[config.mk]
export PLATFORM = sky130hd
export DESIGN_NAME = wb_arbiter
export DESIGN_NICKNAME = d
export VERILOG_FILES = /design/src/rtl/wb_arbiter_pkg.sv /design/src/rtl/wb_arbiter_rr_arbiter.sv /design/src/rtl/wb_arbiter.sv
export SDC_FILE = /design/constraint.sdc
export NUM_CORES = 1
export LEC_CHECK = 0
export BUFFER_PORTS_ARGS = -buffer_cell sky130_fd_sc_hd__buf_2
export CAP_MARGIN = 10
export CELL_PAD_IN_SITES_DETAIL_PLACEMENT = 0
export CELL_PAD_IN_SITES_GLOBAL_PLACEMENT = 2
export CORE_MARGIN = 1
export CORE_UTILIZATION = 20
export DETAILED_ROUTE_END_ITERATION = 7
export GPL_TIMING_DRIVEN = 0
export PLACE_DENSITY = 0.93
export SKIP_LAST_GASP = 1
export SYNTH_ARGS = -nofsm -noshare
export SYNTH_HDL_FRONTEND = slang
export SYNTH_HIERARCHICAL = 1
export SYNTH_SLANG_ARGS = --single-unit
[constraint.sdc]
create_clock -name clock -period 1.96 [get_ports clock]
set_input_delay 0.392 -clock clock [delete_from_list [all_inputs] [get_ports clock]]
set_output_delay 0.392 -clock clock [all_outputs]
set_load 0.01 [all_outputs]
[src/rtl/wb_arbiter_pkg.sv]
// Shared core constants for the writeback arbiter: widths, source indices and
// the round-robin pointer step helper.
package wb_arbiter_pkg;

   localparam int unsigned XLEN  = 32;
   localparam int unsigned NSRC  = 3;
   localparam int unsigned REG_W = 5;

   localparam logic [1:0] SRC_ALU = 2'd0;
   localparam logic [1:0] SRC_LSU = 2'd1;
   localparam logic [1:0] SRC_MDU = 2'd2;

   // Next source index in round-robin order, wrapping MDU back to ALU.
   function automatic logic [1:0] rr_next(input logic [1:0] idx);
      return (idx == SRC_MDU) ? SRC_ALU : idx + 2'd1;
   endfunction

endpackage

[src/rtl/wb_arbiter_rr_arbiter.sv]
// Three-way round-robin arbiter: one-hot grant out of the valid vector, with
// the last-granted pointer held internally. Grant is suppressed during reset.
module rr_arbiter
   import wb_arbiter_pkg::*;
(
   input  logic            clock,
   input  logic            reset,
   input  logic [NSRC-1:0] valid,
   output logic [NSRC-1:0] grant
);

   logic [1:0] last;
   logic [1:0] cand;
   logic [1:0] gidx;
   logic       found;

   // Search starts just after the last winner, so every source waits at most
   // two cycles behind the others.
   always_comb begin
      grant = '0;
      found = 1'b0;
      gidx  = last;
      cand  = rr_next(last);
      for (int unsigned k = 0; k < NSRC; k++) begin
         if (!found && reset && valid[cand]) begin
            grant[cand] = 1'b1;
            gidx        = cand;
            found       = 1'b1;
         end
         cand = rr_next(cand);
      end
   end

   always_ff @(posedge clock) begin
      if (!reset) begin
         last <= SRC_MDU;
      end else if (found) begin
         last <= gidx;
      end
   end

endmodule

[src/rtl/wb_arbiter.sv]
// Writeback arbiter: merges ALU/LSU/MDU results into the single register-file
// write port via a one-deep output register. Optional counters: WB_PERF_EN.
module wb_arbiter
   import wb_arbiter_pkg::*;
#(
   parameter int unsigned XLEN = wb_arbiter_pkg::XLEN,
   parameter int unsigned NSRC = wb_arbiter_pkg::NSRC
)
(
   input  logic                 clock,
   input  logic                 reset,
   input  logic [NSRC-1:0]      src_valid,
   output logic [NSRC-1:0]      src_ready,
   input  logic [NSRC*5-1:0]    src_rd,
   input  logic [NSRC-1:0]      src_rf_wen,
   input  logic [NSRC*XLEN-1:0] src_wdata,
   output logic                 rf_wen,
   output logic [4:0]           rf_waddr,
   output logic [XLEN-1:0]      rf_wdata,
   output logic [4:0]           wb_rd,
   output logic                 wb_rf_wen,
   output logic                 wb_valid
`ifdef WB_PERF_EN
   ,
   output logic [63:0]          instret,
   output logic [NSRC*32-1:0]   src_retired
`endif
);

   logic [NSRC-1:0]  grant;
   logic [REG_W-1:0] sel_rd;
   logic             sel_wen;
   logic [XLEN-1:0]  sel_data;

   rr_arbiter u_rr (
      .clock (clock),
      .reset (reset),
      .valid (src_valid),
      .grant (grant)
   );

   assign src_ready = grant;

   always_comb begin
      sel_rd   = '0;
      sel_wen  = 1'b0;
      sel_data = '0;
      for (int unsigned i = 0; i < NSRC; i++) begin
         if (grant[i]) begin
            sel_rd   = src_rd[i*REG_W +: REG_W];
            sel_wen  = src_rf_wen[i];
            sel_data = src_wdata[i*XLEN +: XLEN];
         end
      end
   end

   // x0 still retires but never raises the write/release strobe.
   always_ff @(posedge clock) begin
      if (!reset) begin
         wb_valid <= 1'b0;
         rf_wen   <= 1'b0;
         rf_waddr <= '0;
         rf_wdata <= '0;
      end else begin
         wb_valid <= |grant;
         rf_wen   <= sel_wen && (sel_rd != '0);
         rf_waddr <= sel_rd;
         rf_wdata <= sel_data;
      end
   end

   assign wb_rd     = rf_waddr;
   assign wb_rf_wen = rf_wen;

`ifdef WB_PERF_EN
   always_ff @(posedge clock) begin
      if (!reset) begin
         instret     <= '0;
         src_retired <= '0;
      end else begin
         if (wb_valid) begin
            instret <= instret + 64'd1;
         end
         for (int unsigned i = 0; i < NSRC; i++) begin
            if (grant[i]) begin
               src_retired[i*32 +: 32] <= src_retired[i*32 +: 32] + 32'd1;
            end
         end
      end
   end
`endif

endmodule

# Yosys cells after proc, flatten, opt, wreduce, memory -nomap -nowiden
# Cells that the tools add are included.
op_classes:
  add_sub_neg: 3
  magnitude_cmp: 6
  eq_ne: 3
  muxes: 33
  bitwise_logic: 2
  n_reduce_logical: 15
ops:
  columns: ["cell", "count"]
  rows:
  - ["2-to-1 mux 32 bit", 3]
  - ["2-to-1 mux 5 bit", 3]
  - ["2-to-1 mux 1 bit", 12]
  - ["2-to-1 mux 2 bit", 6]
  - ["logical AND 1 bit", 9]
  - ["less-than comparator 2 x 3 -> 1 bit, second input constant", 3]
  - ["2-to-1 mux 3 bit", 3]
  - ["adder 2 x 1 -> 2 bit, second input constant", 3]
  - ["binary-select mux 1 bit (select 2 bit)", 3]
  - ["demux 1 bit (select 2 bit)", 3]
  - ["equality test 2 bit, second input constant", 3]
  - ["greater-or-equal comparator 2 x 1 -> 1 bit, second input constant", 3]
  - ["OR 3 bit", 2]
  - ["nonzero test 5 bit", 1]
  - ["nonzero test 3 bit", 1]
  - ["OR reduction 3 bit", 1]
  - ["logical NOT 1 bit", 2]
  - ["AND reduction 2 bit", 1]
word_totals:
  ff_bits: 41
  input_bits: 119
  out_inout_bits: 48
  word_cells: 67

# Logic depth before layout (Yosys ltp)
# Gate-level depths: netlist of the first run.
logic_depth:
  depth_word: 19
  depth_mapped: 10
  mapped_depth_nobuf: 7

# Cells and area by module
# Netlist of the first run, hierarchy kept.
modules_own_cells:
  columns: ["mod", "instances", "cells_per_inst", "area_each_um2", "seq_area_each_um2"]
  rows:
  - ["wb_arbiter", 1, 226, 1955.6, 780.7]
  - ["rr_arbiter", 1, 18, 145.1, 40.0]

# Least setup slack after synthesis of the first run
# OpenSTA, ideal clock, no wires.
synth_path:
  kind: "input -> register"
  start: "input port src_valid[2]"
  end: "register rf_wdata[0]"
  setup_time_ns: 0.115
  arrival_time_ns: 1.681
  required_ns: 1.845
  slack_ns: 0.164
  cell_stages: 10
  n_path_buf: 3
  cell_sequence: "nor2b_1 o22a_1 nor2_1 buf_4 nor2b_4 buf_6 buf_8 a22oi_1 o21ai_1 and2_1"
synth_via:
  elab_cells_between_ends: 23
  classes_between: "mux: 14; bitwise: 2; reduce/logical: 7"
synth_lines:
  columns: ["element", "line", "text"]
  rows:
  - ["from (decl)", "wb_arbiter.sv:12", "input logic [NSRC-1:0] src_valid,"]
  - ["binary-select mux 1 bit (select 2 bit)", "wb_arbiter_rr_arbiter.sv:25", "if (!found && reset && valid[cand]) begin"]
  - ["2-to-1 mux 1 bit (implied by the code)", "wb_arbiter_rr_arbiter.sv:25", null]
  - ["logical AND 1 bit", "wb_arbiter_rr_arbiter.sv:25", null]
  - ["2-to-1 mux 1 bit", "wb_arbiter_rr_arbiter.sv:25", null]
  - ["logical NOT 1 bit", "wb_arbiter_rr_arbiter.sv:25", null]
  - ["logical AND 1 bit (2 in series)", "wb_arbiter_rr_arbiter.sv:25", null]
  - ["2-to-1 mux 1 bit", "wb_arbiter_rr_arbiter.sv:25", null]
  - ["logical NOT 1 bit", "wb_arbiter_rr_arbiter.sv:25", null]
  - ["logical AND 1 bit (2 in series)", "wb_arbiter_rr_arbiter.sv:25", null]
  - ["2-to-1 mux 3 bit *", "wb_arbiter_rr_arbiter.sv:25", null]
  - ["named net src_ready[1]", "wb_arbiter.sv:13", "output logic [NSRC-1:0] src_ready,"]
  - ["2-to-1 mux 32 bit * (2 in series)", "wb_arbiter.sv:49", "if (grant[i]) begin"]
  - ["to (signal assigned)", "wb_arbiter.sv:68", "rf_wdata <= sel_data;"]
  - ["to (decl)", "wb_arbiter.sv:19", "output logic [XLEN-1:0] rf_wdata,"]
# The timed path passes the listed nets; every way through them passes the cells marked *. The select of a mux whose other input is x is not followed.
# A chain may end at the register's enable or synchronous reset.

# Final worst setup path of the first run
layout_path:
  start: "register u_rr.last[0]"
  end: "register rf_wdata[7]"
layout_via:
  elab_chain_len: 17
  elab_cells_between_ends: 47
  classes_between: "add/sub: 3; order compare: 6; eq/ne: 3; mux: 23; bitwise: 2; reduce/logical: 10"
layout_lines:
  columns: ["element", "line", "text"]
  rows:
  - ["from (decl)", "wb_arbiter_rr_arbiter.sv:12", "logic [1:0] last;"]
  - ["from (signal assigned)", "wb_arbiter_rr_arbiter.sv:38", "last <= gidx;"]
  - ["adder 2 x 1 -> 2 bit or equality test 2 bit (tied branches)", "wb_arbiter_pkg.sv:15", "return (idx == SRC_MDU) ? SRC_ALU : idx + 2'd1;"]
  - ["2-to-1 mux 2 bit *", "wb_arbiter_pkg.sv:15", null]
  - ["branches (longest 11 deep; another with less-than comparator 2 x 3 -> 1 bit)", null, null]
  - ["2-to-1 mux 3 bit *", "wb_arbiter_rr_arbiter.sv:25", null]
  - ["2-to-1 mux 32 bit (2 in series)", "wb_arbiter.sv:49", null]
  - ["2-to-1 mux 32 bit *", "wb_arbiter.sv:49", null]
# Mark *: on every way between the ends. The select of a mux whose other input is x is not followed.

==> results of run 1 <==
[logic make-up (layout without fill, tap and decap cells)]
kind of cell | after synthesis | count (layout) | share of synthesized area, %
AOI/OAI and AO/OA | 83 | 83 | 27.6
DFF | 41 | 41 | 39.1
buffers and inverters | 28 | 202 | 9.53
and+or+nand+nor | 92 | 92 | 23.8
[synth_stat cells (2+ instances only)]
cell,number
a21oi_1,11
a22oi_1,22
a22oi_2,11
and2_1,36
buf_2,3
buf_4,10
buf_6,2
buf_8,2
clkbuf_1,9
dfxtp_1,41
nand2_1,35
nand2b_1,2
nand3b_1,5
nor2_1,3
nor2b_1,6
nor2b_4,2
o21ai_0,2
o21ai_1,30
[final timing paths]
kind | end | startpoint | depth (start not counted) | slack (ps)
max | rf_wdata[7] | u_rr/last[0] | 9 | 140
max reg2reg | rf_wdata[7] | u_rr/last[0] | 9 | 140
min reg2reg | u_rr/last[0] | u_rr/last[1] | 1 | 550
min | u_rr/last[1] | reset | 2 | 350
[power breakdown]
group	leakage (nW)	switching, mW	internal [mW]
clock	0.0574	0.320	0.415
sequential	0.335	0.0184	0.882
combinational	1.17	0.230	0.249
total	1.56	0.569	1.55
[sequential cells by signal (all words and copies together), names as in the netlist]
signal     count
u_rr/last      2
rf_waddr       5
rf_wdata      32
wb_valid       1
rf_wen         1
[final cells by class]
cell class / count / area [um^2]
plain buffers: 27 / 203
clock buffers: 6 / 82.6
clock inverters: 2 / 37.5
fillers: 1124 / 7000
inverters: 1 / 3.75
multi-input cells: 175 / 1080
flip-flops and latches: 41 / 822
well taps: 136 / 170
repair buffers: 166 / 831
[through the flow]
| stage | TNS (ps) | utilization, % | std cells |
|---|---|---|---|
| floorplan | 0 | - | 244 |
| CTS | 0 | 31.5 | 554 |
| finish | 0 | 31.6 | 554 |
| global placement | -5020 | 30.3 | 546 |
| global route | 0 | 31.6 | 554 |
| detailed placement | -5520 | 30.3 | 546 |
[per-layer routing]
metal  up-vias  share of wire [%]  global-route usage (%)
met2       100                 48                    23.4
li1       1190                  -                       -
met4         0               0.83                    3.06
met3         4                7.1                    3.57
met5         -                  0                       0
met1      1061                 44                    16.4
[repair_timing]
item	CTS	global route
cloned	0	0
resized for setup	2	4
endpoints found under the setup margin	20	32
==> flow_summary.ini, run 1 <==
[setup_path]
cpMaxStageDelayCell = dfxtp_1
crit_path_cell_trace = nor2b_4 -> nor2_1 -> o211a_2 -> nor2b_4 -> buf_6 -> buf_8 -> a22oi_1 -> o21ai_1 -> and2_1
critical_path_peak_fanout = 10
critical_path.startpoint_type = register
timing.critical_path.required_ps = 2150
capturing_element_type_of_the_critical_path = register
worst_path_most_repeated_cell = nor2b_4
critical_path.top_delay_family = compound AO/OA/AOI/OAI gates
path_class = reg2reg
critical_path.n_buffers_inverters = 2
worst_path_largest_cell_delay_ps = 360
arrival_ps = 2010

[route]
finalWirelength_um = 7310
route.detailed.wl_per_inst_um = 13.2
route.vias.total = 2355
drc = 0
avgViaCountPerCell = 4.25
ant_nets = 0
drtIter0Drc = 94
drt_first_pass_iters = 4

[cts]
cts_max_level = 2
cts_buffer_depth = 2
clock-sinks = 41
path_clk_slew_ps = 90
cts.root.buffer_cell = clkbuf_8
clk_latency_ps = 290
tritoncts = yes
numCtsBuffers = 5
post_cts_buffers = 0
cts_hold_buf = 0

[sta]
hold_violations = 0
postLayoutSetupSlackWorst_ps = 137
clock-skew-final_ps = 6.58
timing_max_transition_violations_final = 0
setup_repair_after_global_routing_missed_its_margin = false
slew_headroom_pct = 66.8
clock.fmax_ghz = 0.549
min_period_ps = 1820
timing.hold.ws_ps = 347
fin_crit_sh_pct = 93.0
transition_time_at_the_pin_with_the_least_slew_margin_ps = 499
timing.final.setup_violations = 0

[floorplan]
core_um2 = 10200
floorplan.initialDensity_pct = 20.5
die_area_um2 = 10900
die_height_um = 104
cell_row_count = 37
die_width_um = 104
floorplan.io_pins = 167

[global_route]
grt_max_degree = 14
grt_pass1_wl_um = 11600
grt_pass1_vias = 2324
grt_util_all_layers_pct = 13.4
grt_overflow = 0
grt_antenna_before_repair = 0

[cells_and_area]
finalNetCount = 536
layout-drive-gt1-share_pct = 50.2
mostFrequentLayoutCell = buf_2
final_cell_mix = buf_2 (169), dfxtp_1 (40), and2_1 (36)
areaGrowthSynthToFinish_pct = 53.8
ant_diodes = 0
final_cell_area_um2 = 3230

[run_status]
run_status = completed

[yosys]
synth_area_per_cell_um2 = 8.61
syn_inst = 244
synth_area_um2 = 2100
synth_top_area_share_pct = 39.1
synth_area_leader_cell = dfxtp_1
synth.net_count = 363
yosysWarnings = 6
synth_enable_flop_cells = 0
share_of_synthesized_area_occupied_by_flip_flops_and_latches_pct = 39.1
yosysUniqueCellTypes = 30
synth_ff_type = dfxtp_1
synth_seq_cells = 41
synthArstFlopShare_pct = 0
synth_area_leaders = dfxtp_1 (39%), and2_1 (11%), a22oi_1 (7.9%), o21ai_1 (7.1%), a22oi_2 (6.6%)

[place]
globalplace.congestion = 0.714
buffer_ports.inserted = 166
postPlaceCellArea_um2 = 3100
preCtsSetupSlack_ps = -268
half_perimeter_wire_length_after_placement_um = 5660

[pwr]
total_power_mw = 2.11
ir_worst_vdd_mv = 0.272
power_density_nw_per_um2 = 655
leakage_power_of_the_design_nw = 1.56

[job]
drv_cap = 0

[hold_path]
worstHoldPathType = in2reg
Power figures use the tool's default switching activity.
==> run 2: changes to the inputs <==
--- a/config.mk
+++ b/config.mk
@@ -7,15 +7,14 @@
 export LEC_CHECK = 0
 export BUFFER_PORTS_ARGS = -buffer_cell sky130_fd_sc_hd__buf_2
 export CAP_MARGIN = 10
-export CELL_PAD_IN_SITES_DETAIL_PLACEMENT = 0
+export CELL_PAD_IN_SITES_DETAIL_PLACEMENT = 1
 export CELL_PAD_IN_SITES_GLOBAL_PLACEMENT = 2
 export CORE_MARGIN = 1
-export CORE_UTILIZATION = 20
+export CORE_UTILIZATION = 17
 export DETAILED_ROUTE_END_ITERATION = 7
 export GPL_TIMING_DRIVEN = 0
-export PLACE_DENSITY = 0.93
+export PLACE_DENSITY_LB_ADDON = 0.1
 export SKIP_LAST_GASP = 1
 export SYNTH_ARGS = -nofsm -noshare
 export SYNTH_HDL_FRONTEND = slang
-export SYNTH_HIERARCHICAL = 1
 export SYNTH_SLANG_ARGS = --single-unit
==> flow_summary.ini, run 2 <==
[yosys]
synth_area_per_cell_um2 = 10.3
synthArstFlopShare_pct = 0
yosysUniqueCellTypes = 22
synth_area_leader_cell = dfxtp_1
synth_area_leaders = dfxtp_1 (51%), a222oi_1 (23%), inv_1 (8.4%), buf_2 (3.4%), buf_4 (2.8%)
synth_enable_flop_cells = 0
syn_inst = 156
synth.net_count = 275
yosysWarnings = 0
synth_area_um2 = 1600
synth.most_common_cell = dfxtp_1
synth_top_area_share_pct = 51.3
synthTopCellsByCount = dfxtp_1 (41), a222oi_1 (36), inv_1 (36), buf_2 (11), buf_4 (6)
synth_seq_cells = 41
synth_ff_type = dfxtp_1
share_of_synthesized_area_occupied_by_flip_flops_and_latches_pct = 51.3

[setup_path]
worst_r2r_path_depth = 8
r2r_start = u_rr.last[0]
arrival_ps = 1490
path_class = reg2out
regToRegEndpoint = rf_wdata[11]
r2r_slack_ps = 120
timing.critical_path.required_ps = 1570
capturing_element_type_of_the_critical_path = output port
critical_path.startpoint_type = register
critical_path_peak_fanout = 19

[cells_and_area]
finalNetCount = 450
largest_reg_flops = 32
areaGrowthSynthToFinish_pct = 72.3
mostFrequentLayoutCell = buf_2
ant_diodes = 0
final_cell_area_um2 = 2760
layout-drive-gt1-share_pct = 60.7
regArea_um2 = 828
n_fill_cell = 1138
largest_register = rf_wdata
final_cell_mix = buf_2 (172), dfxtp_1 (39), a222oi_1 (36), inv_1 (36), buf_4 (10)
multi_input_comb_area_um2 = 562
largestRegisters = rf_wdata x32, rf_waddr x5, u_rr.last x2

[route]
route.vias.total = 1953
drt_first_pass_iters = 5
drtIter0Drc = 143
ant_nets = 0
avgViaCountPerCell = 4.42
route.detailed.wl_per_inst_um = 13.9
finalWirelength_um = 6160
drc = 0

[sta]
clock.fmax_ghz = 0.532
timing_max_transition_violations_final = 0
timing.final.setup_violations = 0
min_period_ps = 1880
hold_violations = 0
setup_repair_after_global_routing_missed_its_margin = true
transition_time_at_the_pin_with_the_least_slew_margin_ps = 418
postLayoutSetupSlackWorst_ps = 81.6
fin_crit_sh_pct = 95.8
clock-skew-final_ps = 2.06
slew_headroom_pct = 72.1

[floorplan]
core_um2 = 9200
floorplan.initialDensity_pct = 17.4
die_height_um = 99.0
floorplan.io_pins = 167
die_width_um = 99.0
die_area_um2 = 9800
cell_row_count = 35

[global_route]
grt_pass1_vias = 1894
grt_overflow = 0
grt_util_all_layers_pct = 12.5
grt_antenna_before_repair = 0
grt_max_degree = 20
grt_pass1_wl_um = 9540

[pwr]
sequentialPowerShare_pct = 45.5
switching_share_pct = 25.8
ir_worst_vdd_mv = 0.219
leakage_power_of_the_design_nw = 1.64
p_int_mw = 1.52
netSwitchingPower_mw = 0.530
power.clock.fraction_pct = 32.1
p_comb_share_pct = 22.4
power_density_nw_per_um2 = 745

[cts]
cts_buffer_depth = 2
cts_max_level = 2
cts.root.buffer_cell = clkbuf_8
clock-sinks = 41
numCtsBuffers = 5
tritoncts = yes
path_clk_slew_ps = 80
clk_latency_ps = 280
cts_hold_buf = 0

[place]
buffer_ports.inserted = 166
preCtsSetupSlack_ps = -248
postPlaceCellArea_um2 = 2570
half_perimeter_wire_length_after_placement_um = 4780
globalplace.congestion = 0.696

[hold_path]
hold_path_depth = 3
launch_instance_of_the_worst_min_delay_path = src_wdata[21]
worstHoldPathType = in2reg
whs_endpoint = rf_wdata[21]

[job]
drv_cap = 0

[run_status]
run_status = completed
==> run 2: cell types whose count changed after synthesis, sizes merged, moves of 10 or more <==
cell / delta
and2: -34
inv: +35
a222oi: +36
a21oi: -10
a22oi: -32
o21ai: -32
nand2: -33
==> run 2: how the worst max path moves through the flow <==
stage | start | to | slack [ps] | depth (start not counted)
floorplan | src_valid[2] | src_ready[0] | 300 | 4
global placement | src_valid[2] | src_ready[0] | -260 | 6
detailed placement | src_valid[2] | src_ready[0] | -250 | 6
CTS | u_rr.last[1] | src_ready[0] | -10 | 4
global route | u_rr.last[1] | src_ready[0] | -6 | 4
finish | u_rr.last[1] | src_ready[0] | 80 | 4
==> run 2: metal layers <==
metal  track usage (%)  wire [um]  vias to the layer above
met4              3.10         62                        0
met5                 0          0                        -
met1              14.3       2520                      911
met3              3.62        483                        6
met2              22.6       3090                      102
li1                  -          -                      934
==> run 2: logic make-up after synthesis <==
| logic type | Yosys count | share of synthesized area (%) |
|---|---|---|
| and+or+nand+nor | 13 | 4.38 |
| DFF | 41 | 51.3 |
| AOI/OAI and AO/OA | 45 | 26.9 |
| muxes | 3 | 2.03 |
| buffers and inverters | 54 | 15.4 |
==> run 2: critical path, cell delays in order (launching register included) <==
cell	delay, ps
dfxtp_4	400
nor2_1	70
a211oi_2	330
buf_6	250
buf_2	160
==> run 2: power groups by stage <==
stage / Combinational [mW] / Sequential (mW) / Clock, mW
6_report: 0.460 / 0.934 / 0.660
5_1_grt: 0.511 / 0.943 / 0.751
4_1_cts: 0.459 / 0.937 / 0.717
3_5_place_dp: 0.450 / 0.954 / 0
3_3_place_gp: 0.451 / 0.952 / 0
2_1_floorplan: 0.159 / 0.993 / 0
==> run 2: per-stage QoR <==
step           hold WS, ps  power, mW  setup TNS [ps]  instances  utilization (%)
3_5_place_dp           600       1.40            -630        433             27.9
3_3_place_gp           598       1.40            -664        433             27.9
5_1_grt                292       2.20           -6.17        442             30.0
4_1_cts                291       2.11           -13.7        438             29.4
6_report               306       2.05               0        442             30.0
2_1_floorplan          483       1.15               0        156                -
==> run 2: timing repair <==
action / 4_1_cts / 5_1_grt
setup endpoints to repair: 3 / 3
gates resized for setup: 13 / 5
setup buffers: 0 / 4
==> run 2: cell type report <==
cell class | count | share of cell area [%]
plain buffers | 16 | 4.67
clock buffers | 5 | 2.50
clock inverters | 2 | 1.27
inverters | 36 | 4.90
multi-input cells | 61 | 20.4
flip-flops and latches | 41 | 30.0
well taps | 111 | 5.04
repair buffers | 170 | 31.2
